===== config.mk =====
export PLATFORM = sky130hd
export DESIGN_NAME = alu_seq
export DESIGN_NICKNAME = d
export VERILOG_FILES = /design/src/rtl/alu_seq_pkg.sv /design/src/rtl/alu_seq_addsub.sv /design/src/rtl/alu_seq.sv
export SDC_FILE = /design/constraint.sdc
export NUM_CORES = 1
export LEC_CHECK = 0
export ABC_CLOCK_PERIOD_IN_PS = 2650
export CAP_MARGIN = 10
export CORE_ASPECT_RATIO = 0.75
export CORE_UTILIZATION = 30
export CTS_BUF_LIST = sky130_fd_sc_hd__clkbuf_16
export DETAILED_ROUTE_END_ITERATION = 10
export PLACE_DENSITY_LB_ADDON = 0.12
export SLEW_MARGIN = 20
export SYNTH_ARGS = -nofsm -noshare
export SYNTH_HDL_FRONTEND = slang
export SYNTH_SLANG_ARGS = --single-unit

===== constraint.sdc =====
create_clock -name clk -period 2.65 [get_ports clk]
set_clock_uncertainty 0.1 [all_clocks]
set_input_delay 0.53 -clock clk [delete_from_list [all_inputs] [get_ports clk]]
set_output_delay 0.53 -clock clk [all_outputs]
set_load 0.01 [all_outputs]

===== src/rtl/alu_seq_pkg.sv =====
// Shared opcode encodings and FSM state type for the sequential ALU.
package alu_seq_pkg;

  localparam logic [3:0] OP_SLL = 4'h0;
  localparam logic [3:0] OP_ROL = 4'h1;
  localparam logic [3:0] OP_SRL = 4'h2;
  localparam logic [3:0] OP_SRA = 4'h3;
  localparam logic [3:0] OP_ADD = 4'h4;
  localparam logic [3:0] OP_INC = 4'h5;
  localparam logic [3:0] OP_SUB = 4'h6;
  localparam logic [3:0] OP_DEC = 4'h7;
  localparam logic [3:0] OP_AND = 4'h8;
  localparam logic [3:0] OP_OR  = 4'h9;
  localparam logic [3:0] OP_XOR = 4'hA;
  localparam logic [3:0] OP_NOR = 4'hB;
  localparam logic [3:0] OP_EQ  = 4'hC;
  localparam logic [3:0] OP_NE  = 4'hD;
  localparam logic [3:0] OP_GT  = 4'hE;
  localparam logic [3:0] OP_LT  = 4'hF;

  typedef enum logic [1:0] {S_IDLE, S_EXEC, S_SHIFT, S_DONE} state_t;

  function automatic logic is_shift(input logic [3:0] op);
    return op[3:2] == 2'b00;
  endfunction

endpackage


===== src/rtl/alu_seq_addsub.sv =====
// WIDTH-bit adder/subtractor; subtract is A + ~B + 1, so carry-out 1 means no borrow.
module alu_seq_addsub
  import alu_seq_pkg::*;
#(
  parameter int WIDTH = 8
) (
  input  logic [WIDTH-1:0] i_a,
  input  logic [WIDTH-1:0] i_b,
  input  logic             i_sub,
  output logic [WIDTH-1:0] o_sum,
  output logic             o_c,
  output logic             o_v
);

  logic [WIDTH-1:0] w_b;

  assign w_b = i_sub ? ~i_b : i_b;
  assign {o_c, o_sum} = {1'b0, i_a} + {1'b0, w_b} + {{WIDTH{1'b0}}, i_sub};
  // Overflow: both effective operands share a sign that the sum does not.
  assign o_v = (i_a[WIDTH-1] == w_b[WIDTH-1]) && (o_sum[WIDTH-1] != i_a[WIDTH-1]);

endmodule


===== src/rtl/alu_seq.sv =====
// Sequential ALU with valid/ready handshake; shifts take one cycle per bit position.
// Define ALU_SEQ_CMP_EN to build the comparator opcodes (otherwise they return zero).
module alu_seq
  import alu_seq_pkg::*;
#(
  parameter int WIDTH = 8
) (
  input  logic             clk,
  input  logic             rst,
  input  logic             in_valid,
  output logic             in_ready,
  input  logic [WIDTH-1:0] op_a,
  input  logic [WIDTH-1:0] op_b,
  input  logic [3:0]       opcode,
  output logic             out_valid,
  input  logic             out_ready,
  output logic [WIDTH-1:0] result,
  output logic             flag_z,
  output logic             flag_c,
  output logic             flag_v,
  output logic             flag_n
);

  localparam int SHW = $clog2(WIDTH);

  state_t           r_state, w_next;
  logic [WIDTH-1:0] r_a, r_b, r_sh, r_result;
  logic [3:0]       r_op;
  logic [SHW-1:0]   r_cnt;
  logic             r_sc, r_z, r_c, r_v, r_n;

  logic             w_accept;
  logic [SHW-1:0]   w_k;
  logic [WIDTH-1:0] w_sh_nxt, w_as_b, w_sum, w_res;
  logic             w_sc_nxt, w_cout, w_ovf, w_c, w_v;

  assign in_ready  = (r_state == S_IDLE) && !rst;
  assign out_valid = (r_state == S_DONE) && !rst;
  assign w_accept  = in_valid && in_ready;
  assign w_k       = op_a[SHW-1:0];

  assign result = r_result;
  assign flag_z = r_z;
  assign flag_c = r_c;
  assign flag_v = r_v;
  assign flag_n = r_n;

  always_ff @(posedge clk) begin
    if (rst) r_state <= S_IDLE;
    else     r_state <= w_next;
  end

  // Shifts spend k cycles in SHIFT, then pass through EXEC to register the result.
  always_comb begin
    w_next = r_state;
    case (r_state)
      S_IDLE:  if (w_accept) w_next = (is_shift(opcode) && (w_k != '0)) ? S_SHIFT : S_EXEC;
      S_SHIFT: if (r_cnt == SHW'(1)) w_next = S_EXEC;
      S_EXEC:  w_next = S_DONE;
      S_DONE:  if (out_ready) w_next = S_IDLE;
      default: w_next = S_IDLE;
    endcase
  end

  always_comb begin
    w_sh_nxt = r_sh;
    w_sc_nxt = 1'b0;
    case (r_op[1:0])
      2'b00: {w_sc_nxt, w_sh_nxt} = {r_sh, 1'b0};
      2'b01: w_sh_nxt = {r_sh[WIDTH-2:0], r_sh[WIDTH-1]};
      2'b10: {w_sh_nxt, w_sc_nxt} = {1'b0, r_sh};
      default: {w_sh_nxt, w_sc_nxt} = {r_sh[WIDTH-1], r_sh};
    endcase
  end

  // INC/DEC share the adder with B forced to 1; op[1] selects subtract.
  assign w_as_b = r_op[0] ? WIDTH'(1) : r_b;

  alu_seq_addsub #(.WIDTH(WIDTH)) u_addsub (
    .i_a   (r_a),
    .i_b   (w_as_b),
    .i_sub (r_op[1]),
    .o_sum (w_sum),
    .o_c   (w_cout),
    .o_v   (w_ovf)
  );

`ifdef ALU_SEQ_CMP_EN
  logic w_cmp;
  always_comb begin
    case (r_op[1:0])
      2'b00:   w_cmp = (r_a == r_b);
      2'b01:   w_cmp = (r_a != r_b);
      2'b10:   w_cmp = ($signed(r_a) > $signed(r_b));
      default: w_cmp = ($signed(r_a) < $signed(r_b));
    endcase
  end
`endif

  always_comb begin
    w_res = '0;
    w_c   = 1'b0;
    w_v   = 1'b0;
    case (r_op)
      OP_SLL, OP_ROL, OP_SRL, OP_SRA: begin
        w_res = r_sh;
        w_c   = r_sc;
      end
      OP_ADD, OP_INC, OP_SUB, OP_DEC: begin
        w_res = w_sum;
        w_c   = w_cout;
        w_v   = w_ovf;
      end
      OP_AND: w_res = r_a & r_b;
      OP_OR:  w_res = r_a | r_b;
      OP_XOR: w_res = r_a ^ r_b;
      OP_NOR: w_res = ~(r_a | r_b);
`ifdef ALU_SEQ_CMP_EN
      default: w_res = {{(WIDTH-1){1'b0}}, w_cmp};
`else
      default: w_res = '0;
`endif
    endcase
  end

  always_ff @(posedge clk) begin
    if (rst) begin
      r_a      <= '0;
      r_b      <= '0;
      r_sh     <= '0;
      r_op     <= '0;
      r_cnt    <= '0;
      r_sc     <= 1'b0;
      r_result <= '0;
      r_z      <= 1'b0;
      r_c      <= 1'b0;
      r_v      <= 1'b0;
      r_n      <= 1'b0;
    end else begin
      if (w_accept) begin
        r_a   <= op_a;
        r_b   <= op_b;
        r_sh  <= op_b;
        r_op  <= opcode;
        r_cnt <= w_k;
        r_sc  <= 1'b0;
      end
      if (r_state == S_SHIFT) begin
        r_sh  <= w_sh_nxt;
        r_sc  <= w_sc_nxt;
        r_cnt <= r_cnt - SHW'(1);
      end
      if (r_state == S_EXEC) begin
        r_result <= w_res;
        r_z      <= (w_res == '0);
        r_n      <= w_res[WIDTH-1];
        r_c      <= w_c;
        r_v      <= w_v;
      end
    end
  end

endmodule


==> flow_summary.ini, run 1 <==
[yosys]
mappedNetlistArea_sq_mm = 0.00322
synthDominantCellAreaShare = 0.280
synthesis.area_per_instance_sq_um = 7.92
synth_edf_count = 0
ys.flop_type = dfxtp_1
synthesis.yosys.warnings = 0
synth.yosys.seq_area_share = 0.280
post_synthesis_async_set_or_reset_flop_share = 0
syn_inst = 406
synth.ff_latch_count = 45
largest_area_contributor_in_the_netlist = dfxtp_1
yosys-top-cells-area = dfxtp_1, ha_1, nand2_1
post_synth_num_cell_types = 67
syn-num-nets = 461

[sta]
final_critical_path_setup_slack_ns = 0.0920
report.final.setup_viol = 0
timing.final.crit_share = 0.965
timing.fmax_ghz = 0.391
whs_ns = 0.380
pin_slew_with_the_least_headroom_to_its_limit_ns = 0.654
max-slew-margin-rel = 0.563
drv_slew = 0
post-route-min-period_ns = 2.56
final-hold-violation-count = 0

[global_route]
track_usage = 0.183
grt_max_degree = 48
grt_overflow_total = 0
grt_first_pass_wirelength_mm = 15.7
first_global_vias = 2917
grt_antenna_before_repair = 0

[cts]
postCtsHoldBufs = 0
cts.htree.levels = 2
cts_buffer_count = 5
clkSinkCount = 45
cts_max_path_buffers = 2
cts.root.buffer_cell = clkbuf_16
clock_insertion_delay_worst_skew_ns = 0.29
worst_setup_hold_path_clk_slew_ns = 0.07
cts_tree = built

[routing]
ant_nets = 0
postRouteWirelength_mm = 9.70
drt_drc_violations_left = 0
routedWlPerCell_um = 16.4
first_iter_violations = 199
vias = 2971
viasPerCell = 5.02
firstDrtPassIters = 4

[setup_path]
crit_end_element = flop
worst-path-max-fanout = 8
cpPeakStageDelay_ns = 0.38
ff2ff_setup_slack_ns = 0.09
worstPathArrival_ns = 2.62
critical_path.reg2reg.endpoint = flag_c
cp_top_family = compound AO/OA/AOI/OAI gates
crit_chain = clkinvlp_4, buf_12, buf_4, xnor2_1, ha_1, and3_1, a221o_1, a21oi_2, nor2b_1, o311ai_2, a21oi_1
worst_path_max_delay_cell = dfxtp_4
timing.critical_path.required_ns = 2.71
timing.critical_path.buf_inv = 3
timing.rr.start = r_op[1]
startpoint_kind_of_the_worst_setup_timing_path = flop
worstRegToRegCells = 11
critical_path_class = reg -> reg

[die]
floorplan.die_area_sq_mm = 0.0111
chipHeight_um = 91.7
io-pin-count = 38
effective_utilization_at_floorplan = 0.310
num_rows = 32
dieWidth_um = 122
core_footprint_sq_mm = 0.0104

[pwr]
comb_power_share = 0.503
intPower_w = 0.00197
power.ir.vdd_worst_mv = 0.421
power_switching_w = 0.00136
seqPwrFrac = 0.305
power.switching_fraction = 0.407
power_leakage_nw = 1.57
report.power.total_w = 0.00333
clock_power_share = 0.192
cellPowerDensity_mw_per_mm2 = 812

[worst_hold_path]
whs_endpoint = result[4]
hold_path.startpoint = result[4]
hold_path.class = reg -> reg
hold-path-cell-count = 2

[placed_design]
number_of_placed_cells_counting_well_taps = 578
gp_routability_congestion = 0.934
place_ws_ns = 0.0327
port_buffer_cells = 37
hpwl_mm = 7.03
placement.cell_area_sq_mm = 0.00380

[run_status]
outcome = completed

[finish]
layout-area-overhead-vs-synth_pct = 27.5
num-fill-cells = 1082
multiInputGateArea_sq_mm = 0.00216
layout.area.seq_sq_um = 908
final_cell_area_sq_mm = 0.00410
final_layout_size_suffix_gt1_frac = 0.162
num-nets-final = 510
antenna_diodes = 0
post_layout_nonfiller_instances = 592

[run]
maxCapViolCount = 0
-- layout make-up --
class / instances / area share
clock buffer: 5 / 0.0305
tap: 136 / 0.0415
timing repair buffer: 69 / 0.151
multi-input combinational: 309 / 0.527
inverter: 25 / 0.0238
sequential: 45 / 0.221
clock inverter: 3 / 0.00518
-- power groups by stage --
stage                     logic (W)  registers, W  clock network (W)
after floorplan             0.00107      0.000962                  0
after global placement      0.00155       0.00102                  0
after detailed placement    0.00155       0.00102                  0
after CTS                   0.00157       0.00101           0.000664
after global routing        0.00185       0.00105           0.000692
final                       0.00167       0.00102           0.000641
-- cells in the mapped netlist (3+ instances only) --
library cell and n:
xnor2_1 12, clkbuf_1 13, nand3b_1 3, buf_2 6, buf_6 4, o211ai_1 4
o31ai_1 8, a211oi_1 6, dfxtp_1 45, a21oi_1 41, ha_1 30, a31oi_1 4
nand2b_1 9, nand2_1 56, nor2b_1 10, o21ai_1 3, o21a_1 5, nor3_1 5
inv_1 24, o21ai_0 10, mux2_2 6, mux2i_1 4, nor2_1 41, o221ai_1 3
nand3_1 3
-- timing repair --
| item | 4_1_cts | 5_1_grt |
|---|---|---|
| cloned | 0 | 0 |
| setup buffers | 0 | 6 |
| pin swaps | 0 | 6 |
| resized for setup | 1 | 20 |
| endpoints found under the setup margin | 1 | 7 |
-- worst min-delay path, cell delays in order (launching register included) --
cell     delay, ns
dfxtp_1       0.31
nor2_1        0.08
nor3_1        0.04
-- worst max path at each step --
stage	from	end	slack [ns]	cells after the start
floorplan	r_op[0]	flag_c	0.02	13
global placement	r_op[1]	flag_c	0.11	9
detailed placement	r_op[1]	flag_z	0.03	8
CTS	r_op[1]	flag_z	0.04	8
global route	r_b[4]	flag_c	-0.03	10
finish	r_op[1]	flag_c	0.09	11
-- sequential cells by signal, summed over array words and instances (netlist names) --
signal / cells
r_cnt: 3
r_op: 4
flag_z: 1
result: 8
r_sh: 8
flag_v: 1
r_b: 8
r_state: 2
r_a: 8
flag_c: 1
r_sc: 1
-- placed cells by master, fill, tap and decap left out, types with 2 or more instances in the layout --
| master | instances |
|---|---|
| ha_1 | 28 |
| buf_4 | 31 |
| nand2_1 | 56 |
| nor2b_1 | 10 |
| a22oi_1 | 2 |
| o221ai_1 | 3 |
| nor3_1 | 4 |
| a21oi_1 | 39 |
| inv_1 | 23 |
| a21oi_2 | 2 |
| nand2b_1 | 9 |
| a211oi_1 | 5 |
| o31ai_1 | 8 |
| mux2_2 | 6 |
| and4_1 | 2 |
| mux2i_1 | 3 |
| nand3_1 | 3 |
| dfxtp_1 | 43 |
| dfxtp_4 | 2 |
| nand4_1 | 2 |
| nand3b_1 | 3 |
| a211o_1 | 2 |
| clkinvlp_4 | 2 |
| nor2_1 | 40 |
| clkdlybuf4s50_1 | 36 |
| xnor2_2 | 2 |
| a21o_1 | 2 |
| xnor2_1 | 9 |
| o21ai_0 | 10 |
| o21a_1 | 5 |
| a31oi_1 | 4 |
| o21ai_1 | 2 |
| xor2_1 | 2 |
| clkbuf_16 | 5 |
| o211ai_1 | 4 |
| ha_2 | 2 |
-- metrics by stage --
step	setup TNS, ns	utilization
finish	0	0.396
global route	-0.0291	0.396
CTS	0	0.382
detailed placement	0	0.367
global placement	0	0.367
floorplan	0	-
-- per-layer routing --
metal	vias to the layer above	GRT usage	part of all wire
met3	9	0.0410	0.056
met5	-	0	0
met2	71	0.259	0.41
met1	1368	0.275	0.52
li1	1523	-	-
met4	0	0.0401	0.0098
-- logic make-up after synthesis --
logic type | count (synthesis) | synth area share
AO/OA/AOI/OAI | 110 | 0.236
XOR/XNOR | 14 | 0.0381
adder cells (fa/ha/maj) | 31 | 0.123
buffers and inverters | 52 | 0.0751
flip-flops | 45 | 0.280
multiplexers | 11 | 0.0381
AND/OR/NAND/NOR | 143 | 0.210
Note: power is estimated with default switching activity, not from simulation.
==> run 2: changes to the inputs <==
- CTS_BUF_LIST: sky130_fd_sc_hd__clkbuf_16 -> sky130_fd_sc_hd__clkbuf_4
==> flow_summary.ini, run 2 (same netlist as run 1, synthesis figures left out) <==
[setup_path]
worst_path_max_delay_cell = dfxtp_4
crit_end_element = flop
crit_chain = clkinvlp_4, buf_12, buf_4, xnor2_1, ha_1, and3_1, a221o_1, a21oi_2, nor2b_1, o311ai_2, a21oi_1
startpoint_kind_of_the_worst_setup_timing_path = flop
timing.critical_path.required_ns = 2.84
worst-path-max-fanout = 8
cpPeakStageDelay_ns = 0.41
worstPathArrival_ns = 2.74
critical_path_class = reg -> reg
ff2ff_setup_slack_ns = 0.1

[pwr]
power.ir.vdd_worst_mv = 0.388
cellPowerDensity_mw_per_mm2 = 763
report.power.total_w = 0.00306
power_leakage_nw = 1.53

[die]
io-pin-count = 38
core_footprint_sq_mm = 0.0104
dieWidth_um = 122
effective_utilization_at_floorplan = 0.310
floorplan.die_area_sq_mm = 0.0111
chipHeight_um = 91.7
num_rows = 32

[finish]
post_layout_nonfiller_instances = 592
antenna_diodes = 0
layout-area-overhead-vs-synth_pct = 24.6
final_cell_area_sq_mm = 0.00401
most_frequent_standard_cell_in_the_layout_excluding_fill_and_tap_cells = nand2_1
final_layout_size_suffix_gt1_frac = 0.160
finalCoreUtilization = 0.386
leading_cell_types_in_the_layout_fill_and_taps_excluded = nand2_1, dfxtp_1, nor2_1, a21oi_1, clkdlybuf4s50_1
num-nets-final = 510
num-fill-cells = 1090

[cts]
cts.root.buffer_cell = clkbuf_4
postCtsHoldBufs = 0
cts_buffer_count = 5
cts_max_path_buffers = 2
clock_insertion_delay_worst_skew_ns = 0.40
cts.htree.levels = 2
clkSinkCount = 45
cts_tree = built
worst_setup_hold_path_clk_slew_ns = 0.17

[sta]
drv_slew = 0
post-route-min-period_ns = 2.55
report.final.setup_viol = 0
whs_ns = 0.390
timing.final.crit_share = 0.964
max-slew-margin-rel = 0.557
timing.fmax_ghz = 0.391
pin_slew_with_the_least_headroom_to_its_limit_ns = 0.664
final-hold-violation-count = 0

[placed_design]
number_of_placed_cells_counting_well_taps = 578
placement.cell_area_sq_mm = 0.00380
port_buffer_cells = 37
hpwl_mm = 7.03
gp_routability_congestion = 0.934

[routing]
ant_nets = 0
first_iter_violations = 169
met3WireLength_um = 496
routed.top_layer = met4
routedWlPerCell_um = 16.3
met1_length_mm = 5.14
wl_met2_mm = 3.93
firstDrtPassIters = 4
vias = 2944
postRouteWirelength_mm = 9.67
drt_drc_violations_left = 0
viasPerCell = 4.97

[run]
maxCapViolCount = 0

[global_route]
grt_max_degree = 48
grt_antenna_before_repair = 0
track_usage = 0.182
grt_overflow_total = 0
first_global_vias = 2899
grt_first_pass_wirelength_mm = 15.6

[worst_hold_path]
hold_path.class = reg -> reg

[run_status]
outcome = completed
-- run 2: repair_timing --
action,in CTS,in global routing
endpoints found under the setup margin,1,7
pin swaps,0,6
cloned,0,0
endpoints found under the hold margin,0,0
resized for setup,1,19
buffers inserted,0,6
-- run 2: worst paths after layout --
path / start / endpoint / depth (start not counted)
max: r_op[1] / flag_c / 11
min reg2reg: result[4] / result[4] / 2
min: result[4] / result[4] / 2
max reg2reg: r_op[1] / flag_c / 11
-- run 2: cell type report --
cell class                      count  area, sq um  area share
Clock inverter                      3         21.3     0.00531
Tap cell                          136          170      0.0425
Inverter                           25         97.6      0.0244
Multi-Input combinational cell    309         2150       0.537
Clock buffer                        5         37.5     0.00937
Timing Repair Buffer               69          618       0.154
Sequential cell                    45          910       0.227
-- run 2: per-layer routing --
layer  vias up  track usage
met3         9       0.0410
met1      1358        0.270
li1       1514            -
met5         -            0
met2        63        0.262
met4         0       0.0401
-- run 2: stage by stage --
step	setup slack, ns	setup TNS (ns)
after CTS	0.0300	0
after global placement	0.105	0
final	0.0950	0
after floorplan	0.0164	0
after detailed placement	0.0327	0
after global routing	-0.0159	-0.0159
-- run 2: power by group --
| group | total [W] | switching [W] | internal, W |
|---|---|---|---|
| logic | 0.00167 | 0.000888 | 0.000785 |
| registers | 0.00101 | 0.000179 | 0.000835 |
| clock network | 0.000371 | 0.000266 | 0.000105 |
-- run 2: worst max-delay path: cells and delay by family, from the launching register on --
family,cells,cell delay [ns]
AND/OR/NAND/NOR,2,0.25
buffers and inverters,3,0.38
flip-flops,1,0.41
XOR/XNOR,1,0.16
AO/OA/AOI/OAI,4,0.90
adder cells (fa/ha/maj),1,0.27
